==> src/rtl/alu_exec_ctrl.sv <==
// alu_exec_ctrl: multi-cycle execution sequencer for the 16-bit ALU datapath (EXEC, MUL_WAIT, MEM, WB)
//   clk, resetn (async, active low)
//   instr_valid/instr_ready/instr : instruction handshake; ir holds the accepted word for the decoder
//   carry : CARRY flag owned here, updated in WB for ALU-class ops
//   mul_op, alu_result, alu_cout : decoder/ALU feedback captured during EXEC and MUL_WAIT
//   mem_req/mem_we/mem_addr/mem_ack/mem_rdata : load/store handshake for ldr/sti
//   rf_we/rf_waddr/rf_wdata : single-cycle register write-back
//   done/illegal : retire pulse and unrecognised-opcode flag
//   ALU_EXEC_CTRL_PERF_EN adds retired_cnt and stall_cnt
module alu_exec_ctrl #(
   parameter int DATA_W     = 16,
   parameter int MUL_CYCLES = 4
) (
   input  logic              clk,
   input  logic              resetn,
   input  logic              instr_valid,
   output logic              instr_ready,
   input  logic [15:0]       instr,
   output logic [15:0]       ir,
   output logic              carry,
   input  logic              mul_op,
   input  logic [DATA_W-1:0] alu_result,
   input  logic              alu_cout,
   output logic              mem_req,
   output logic              mem_we,
   output logic [DATA_W-1:0] mem_addr,
   input  logic              mem_ack,
   input  logic [DATA_W-1:0] mem_rdata,
   output logic              rf_we,
   output logic [1:0]        rf_waddr,
   output logic [DATA_W-1:0] rf_wdata,
   output logic              done,
   output logic              illegal
`ifdef ALU_EXEC_CTRL_PERF_EN
   ,
   output logic [15:0]       retired_cnt,
   output logic [15:0]       stall_cnt
`endif
);
   typedef enum logic [2:0] {IDLE, EXEC, MUL_WAIT, MEM, WB} state_t;
   state_t            state;
   logic [3:0]        cnt;
   logic [DATA_W-1:0] result_q;
   logic              cout_q;
   logic [4:0]        op;
   logic              is_alu, is_ldr, is_sti, is_nop, illegal_op, mul_go, enter_wb;
   assign op         = ir[15:11];
   assign is_alu     = op >= 5'd1 && op <= 5'd12;
   assign is_ldr     = op == 5'b01110;
   assign is_sti     = op == 5'b11111;
   assign is_nop     = op == 5'd0;
   assign illegal_op = !(is_alu || is_ldr || is_sti || is_nop);
   assign mul_go     = mul_op && (MUL_CYCLES > 1);
   assign enter_wb   = (state == EXEC && !mul_go && !(is_ldr || is_sti)) ||
                       (state == MUL_WAIT && cnt == 4'd0) ||
                       (state == MEM && mem_ack);
   assign rf_waddr   = ir[10:9];
   assign rf_wdata   = result_q;
   always_ff @(posedge clk or negedge resetn) begin
      if (!resetn) begin
         state       <= IDLE;
         ir          <= '0;
         carry       <= 1'b0;
         instr_ready <= 1'b1;
         mem_req     <= 1'b0;
         mem_we      <= 1'b0;
         mem_addr    <= '0;
         rf_we       <= 1'b0;
         done        <= 1'b0;
         illegal     <= 1'b0;
         result_q    <= '0;
         cout_q      <= 1'b0;
         cnt         <= '0;
      end else begin
         done    <= enter_wb;
         rf_we   <= enter_wb && (is_alu || is_ldr);
         illegal <= enter_wb && illegal_op;
         case (state)
            IDLE: if (instr_valid && instr_ready) begin
               ir          <= instr;
               instr_ready <= 1'b0;
               state       <= EXEC;
            end
            EXEC: begin
               result_q <= alu_result;
               cout_q   <= alu_cout;
               if (mul_go) begin
                  cnt   <= 4'(MUL_CYCLES - 2);
                  state <= MUL_WAIT;
               end else if (is_ldr || is_sti) begin
                  mem_addr <= alu_result;
                  mem_req  <= 1'b1;
                  mem_we   <= is_sti;
                  state    <= MEM;
               end else state <= WB;
            end
            MUL_WAIT: begin
               result_q <= alu_result;
               cout_q   <= alu_cout;
               cnt      <= cnt - 4'd1;
               if (cnt == 4'd0) state <= WB;
            end
            MEM: if (mem_ack) begin
               mem_req <= 1'b0;
               mem_we  <= 1'b0;
               if (is_ldr) result_q <= mem_rdata;
               state   <= WB;
            end
            WB: begin
               if (is_alu) carry <= cout_q;
               instr_ready <= 1'b1;
               state       <= IDLE;
            end
            default: state <= IDLE;
         endcase
      end
   end
`ifdef ALU_EXEC_CTRL_PERF_EN
   always_ff @(posedge clk or negedge resetn) begin
      if (!resetn) begin
         retired_cnt <= '0;
         stall_cnt   <= '0;
      end else begin
         retired_cnt <= retired_cnt + 16'(done);
         stall_cnt   <= stall_cnt + 16'(state == MUL_WAIT || (state == MEM && !mem_ack));
      end
   end
`endif
endmodule

==> config.mk <==
export PLATFORM = sky130hd
export DESIGN_NAME = alu_exec_ctrl
export DESIGN_NICKNAME = d
export VERILOG_FILES = /design/src/rtl/alu_exec_ctrl.sv
export SDC_FILE = /design/constraint.sdc
export NUM_CORES = 1
export LEC_CHECK = 0
export CORE_UTILIZATION = 47
export CTS_CLUSTER_DIAMETER = 200
export DETAILED_ROUTE_END_ITERATION = 10
export PLACE_DENSITY = 0.85
export SLEW_MARGIN = 20
export SYNTH_ARGS = -nofsm -noshare
export SYNTH_HDL_FRONTEND = slang
export SYNTH_SLANG_ARGS = --single-unit
==> constraint.sdc <==
create_clock -name clk -period 4.1 [get_ports clk]
set_input_delay 0.615 -clock clk [delete_from_list [all_inputs] [get_ports clk]]
set_output_delay 0.615 -clock clk [all_outputs]
set_load 0.02 [all_outputs]
# ---- Yosys cells after proc, flatten, opt, wreduce, memory -nomap -nowiden
# Cells that the tools add are included.
dict set report classes {
  multipliers 0
  n_shift 0
  n_bitwise 1
  addsub 1
  n_mux 20
  n_div 0
  reduce_logical 33
  n_eq_ne 13
  n_lt_le_gt_ge 2
}
# operator count
set ops {}
lappend ops {{two-way mux 16 bit} 2}
lappend ops {{case mux 16 bit (2 select lines)} 1}
lappend ops {{two-way mux 3 bit} 5}
lappend ops {{case mux 3 bit (4 select lines)} 1}
lappend ops {{inequality test 2 bit, second input constant} 5}
lappend ops {{AND reduction 3 bit} 3}
lappend ops {{logical AND 1 bit} 8}
lappend ops {{case mux 4 bit (2 select lines)} 1}
lappend ops {{AND reduction 2 bit} 4}
lappend ops {{nonzero test 2 bit} 4}
lappend ops {{equality test 3 x 2 -> 1 bit, second input constant} 2}
lappend ops {{logical OR 1 bit} 6}
lappend ops {{two-way mux 1 bit} 6}
lappend ops {{case mux 1 bit (2 select lines)} 3}
lappend ops {{equality test 5 x 4 -> 1 bit, second input constant} 1}
lappend ops {{equality test 5 bit, second input constant} 1}
lappend ops {{greater-or-equal comparator 5 x 1 -> 1 bit, second input constant} 1}
lappend ops {{less-or-equal comparator 5 x 4 -> 1 bit, second input constant} 1}
lappend ops {{zero test 5 bit} 1}
lappend ops {{zero test 4 bit} 1}
lappend ops {{two-way mux 4 bit} 1}
lappend ops {{inequality test 2 x 1 -> 1 bit, second input constant} 2}
lappend ops {{AND reduction 4 bit} 1}
lappend ops {{subtractor 4 x 1 -> 4 bit, second input constant} 1}
lappend ops {{6 further kinds} 8}
dict set report word_totals {
  ramBits 0
  latch_bits 0
  output_inout_bits 57
  register_bits 63
  inputBits 54
  rom_bits 0
  mem_count 0
  wordCells 83
}

# ---- Longest topological paths before layout
dict set report depth {
  ltp_word 7
  mapped_depth 7
  ltp_nobuf 6
}

# ---- Worst setup path after synthesis
# Ideal clock, no wire load.
dict set report synth_timing {
  kind {register to register}
  startpoint {reg ir[15]}
  endpoint {reg result_q[0] (netlist: rf_wdata[0])}
  setup_slack_ns 2.420
  stages_incl_launch_ff 6
  setup_ns 0.125
  required_ns 3.975
  n_path_buf 2
  arrival_ns 1.555
  period_less_slack_ns 1.680
  path_cell_list {dfrtp_1 clkbuf_1 nor2_1 a41oi_4 buf_6 mux2_2}
}
dict set report synth_via {
  elab_chain_len 3
}
# item line
set synth_rtl {}
lappend synth_rtl {{start, declared} 19} ;# output logic [15:0] ir,
lappend synth_rtl {{start signal, assigned} 80} ;# ir <= instr;
lappend synth_rtl {{equality test 5 x 4 -> 1 bit} 49} ;# assign is_ldr = op == 5'b01110;
lappend synth_rtl {{inequality test 2 bit (no source line)} -}
lappend synth_rtl {{AND reduction 3 bit (no source line)} -}
lappend synth_rtl {{end signal, assigned} 85} ;# result_q <= alu_result;
lappend synth_rtl {{end signal, assigned} 98} ;# result_q <= alu_result;
lappend synth_rtl {{end signal, assigned} 106} ;# if (is_ldr) result_q <= mem_rdata;
lappend synth_rtl {{end, declared} 43} ;# logic [DATA_W-1:0] result_q;
# Every way passes these cells.
# A chain may end at the register's enable or synchronous reset.

# ---- Final worst setup path
dict set report layout_timing {
  startpoint {reg state[0]}
  endpoint {reg mem_we}
}
dict set report layout_via {
  elab_chain_len 3
  elab_cells_between_ends 8
  classes_between {eq/ne: 5; mux: 1; reduce/logical: 2}
}
# item line
set layout_rtl {}
lappend layout_rtl {{start, declared} 41} ;# state_t state;
lappend layout_rtl {{start signal, assigned} 61} ;# state <= IDLE;
lappend layout_rtl {{start signal, assigned} 82} ;# state <= EXEC;
lappend layout_rtl {{start signal, assigned} 89} ;# state <= MUL_WAIT;
lappend layout_rtl {{equality test 3 x 1 -> 1 bit / equality test 3 x 2 -> 1 bit (equally long branches)} 78} ;# case (state)
lappend layout_rtl {{inequality test 2 x 1 -> 1 bit (no source line), or another cell as far along} -}
lappend layout_rtl {{AND reduction 4 bit (no source line)} -}
lappend layout_rtl {{end signal, assigned} 93} ;# mem_we <= is_sti;
lappend layout_rtl {{end, declared} 25} ;# output logic mem_we,
# Several ways; a longest one is shown, not always the timed one.

==> flow_metrics.tcl <==
set metrics [dict create \
    worstPathMaxFanout 18 \
    root_buffer "clkbuf_8" \
    postRouteAntennaNets 0 \
    grt_pass1_vias 2166 \
    area_growth_syn_to_layout_pct 45.29 \
    cts_buffer_depth 2 \
    cts.sinks 63 \
    rsz0062_at_grt "no" \
    grt_first_pass_wirelength_um 10250 \
    dpl-instance-area_um2 3960 \
    ff2ff_setup_slack_ns 1.73 \
    yosys_warnings 0 \
    cp-start-kind "register" \
    crit_chain "nor2b_4 -> nand4b_1 -> buf_4 -> nand3_1 -> o21ai_0" \
    ys_ff_latch 63 \
    dp_hpwl_um 4565 \
    synth_edf_count 0 \
    critPathKind "reg2reg" \
    setup_viol 0 \
    vdd_drop_max_mv 0.2613 \
    die_h_um 79.96 \
    cts_setup_buffers 0 \
    fillCellCount 434 \
    drive_gt1_frac 0.2753 \
    final_nets 366 \
    p_leak_nw 1.957 \
    drt-initial-drc-count 76 \
    hp-class "in2async" \
    final_common_cell "clkdlybuf4s50_1" \
    crit_cells 5 \
    met1_usage 0.2601 \
    ff_latch_area_um2 1578 \
    grt_use_met2 0.3436 \
    crit_buf_inv 1 \
    max_slew.worst_pin.slew_ns 0.9300 \
    grt_busiest_layer "met2" \
    power_mw 1.226 \
    rr_endpoint "mem_we" \
    final_area_um2 4150 \
    power_density_nw_per_um2 295.3 \
    clock-skew-final_ns 0.006030 \
    endpoint_kind "register" \
    synthCells 199 \
    hold_viol_final 0 \
    status "completed" \
    core-area_um2 5886 \
    insertion_delay_ns 0.34 \
    pin_count 111 \
    avgSynthCellArea_um2 14.35 \
    ctsHoldBuffers 0 \
    seq_area_frac_synth 0.5523 \
    maxCapViolCount 0 \
    final_cell_mix "clkdlybuf4s50_1 (109), dfrtp_1 (62), mux2_2 (56)" \
    grt_usage 0.2189 \
    multi_input_area_um2 1162 \
    synth_nets 254 \
    yosysUniqueCellTypes 41 \
    antenna_found_initial 0 \
    crit_family "simple AND/OR/NAND/NOR gates" \
    utilization 0.7051 \
    initial_utilization 0.4853 \
    fin_crit_ns 2.371 \
    gr-usage-met3 0.09371 \
    num_vias 2026 \
    rr_worst_depth 5 \
    drc 0 \
    slowest_delay_ns 0.78 \
    crit_slowest_cell "nand4b_1" \
    arrival_ns 2.59 \
    crit_start "state[0]" \
    yosys_most_used_dff "dfrtp_1" \
    die_w_um 79.96 \
    drt_wl_total_um 6366 \
    grt_max_degree 39 \
    crit_path_end "mem_we" \
    slew_headroom 0.3767 \
    die_area_um2 6394 \
    r2r_start "state[0]" \
    ctsResizeCount 0 \
    slew_viol_final 0 \
    gp_congestion 0.7263 \
    drt-wirelength-per-cell_um 16.28 \
    grt-ovfl-total 0 \
    fp-row-count 28 \
    clkTransAtPathRegs_ns 0.06 \
    drt-pass1-iter-count 6 \
    vias_per_cell 5.182 \
    syn_area_um2 2856 \
    port_buffers 110 \
    numCtsBuffers 9 \
    final.setup.tns_ns 0 \
    timing.final.crit_share 0.5782 \
    fmax_mhz 421.8 \
    n_antenna_cell 0 \
    tritoncts "done" \
    htree_levels 3 \
    required_ns 4.32 \
    async_reset_ff_frac 1.000 \
]
how the worst min path moves through the flow:
stage,to,slack [ns],cells past startpoint
floorplan,carry,0.32,0
global placement,mem_req,0.48,2
detailed placement,rf_wdata[9],0.49,1
CTS,rf_wdata[2],0.39,1
global route,ir[12],0.42,1
finish,rf_wdata[2],0.37,1
logic make-up (layout without fill, tap and decap cells):
| logic type | Yosys count | in the layout | share of synthesized area |
|---|---|---|---|
| muxes | 66 | 66 | 0.2720 |
| DFF | 63 | 63 | 0.5523 |
| and+or+nand+nor | 34 | 34 | 0.07184 |
| AOI/OAI and AO/OA | 17 | 17 | 0.04950 |
| buffers and inverters | 15 | 132 | 0.04073 |
| xor gates and xnor gates | 3 | 3 | 0.009200 |
| adders and majority gates | 1 | 1 | 0.004380 |
worst reg2reg max path: stages (launching register included):
cell      delay (ns)
dfrtp_1         0.52
nor2b_4         0.36
nand4b_1        0.78
buf_4           0.43
nand3_1         0.08
o21ai_0         0.09
synthesized netlist by cell type, drive strengths merged (2+ instances only):
library cell	n	area, um2
mux2	66	777.0
nor2b	2	20.02
xor2	2	17.52
nor3	2	10.01
o211ai	4	30.03
nand3	4	20.02
nand2	9	50.05
nand4	2	18.77
inv	4	15.01
nor2	6	22.52
o21ai	3	15.01
dfrtp	62	1551
buf	10	97.59
and3	2	12.51
nor3b	3	22.52
routing by layer:
metal  up-vias  share of wire
met4         0          0.017
met3        11          0.061
met5         -              0
met2        65           0.51
li1        935              -
met1      1015           0.41
where the power goes:
part | internal [mW] | switching (mW)
registers | 0.622 | 0.000666
logic | 0.0537 | 0.0253
clock network | 0.295 | 0.229
total | 0.970 | 0.255
registers in the layout, summed over array words and instances, names as in the netlist, 3 cells and up:
name	flops
ir	16
state	3
mem_addr	16
cnt	4
rf_wdata	16
cell type report:
| type | count | area share |
|---|---|---|
| timing repair buffer | 112 | 0.2677 |
| inverter | 4 | 0.003618 |
| multi-input combinational | 121 | 0.2801 |
| clock buffer | 12 | 0.03497 |
| clock inverter | 4 | 0.01085 |
| tap | 75 | 0.02261 |
| sequential | 63 | 0.3802 |
metrics by stage:
| step | setup WS, ns | std cells | hold WS [ns] |
|---|---|---|---|
| CTS | 1.729 | 391 | 0.3885 |
| floorplan | 2.420 | 199 | 0.3194 |
| finish | 1.729 | 391 | 0.3704 |
| detailed placement | 1.358 | 375 | 0.4929 |
| global placement | 1.353 | 375 | 0.4799 |
| global route | 1.510 | 391 | 0.4166 |
Power figures use the tool's default switching activity.
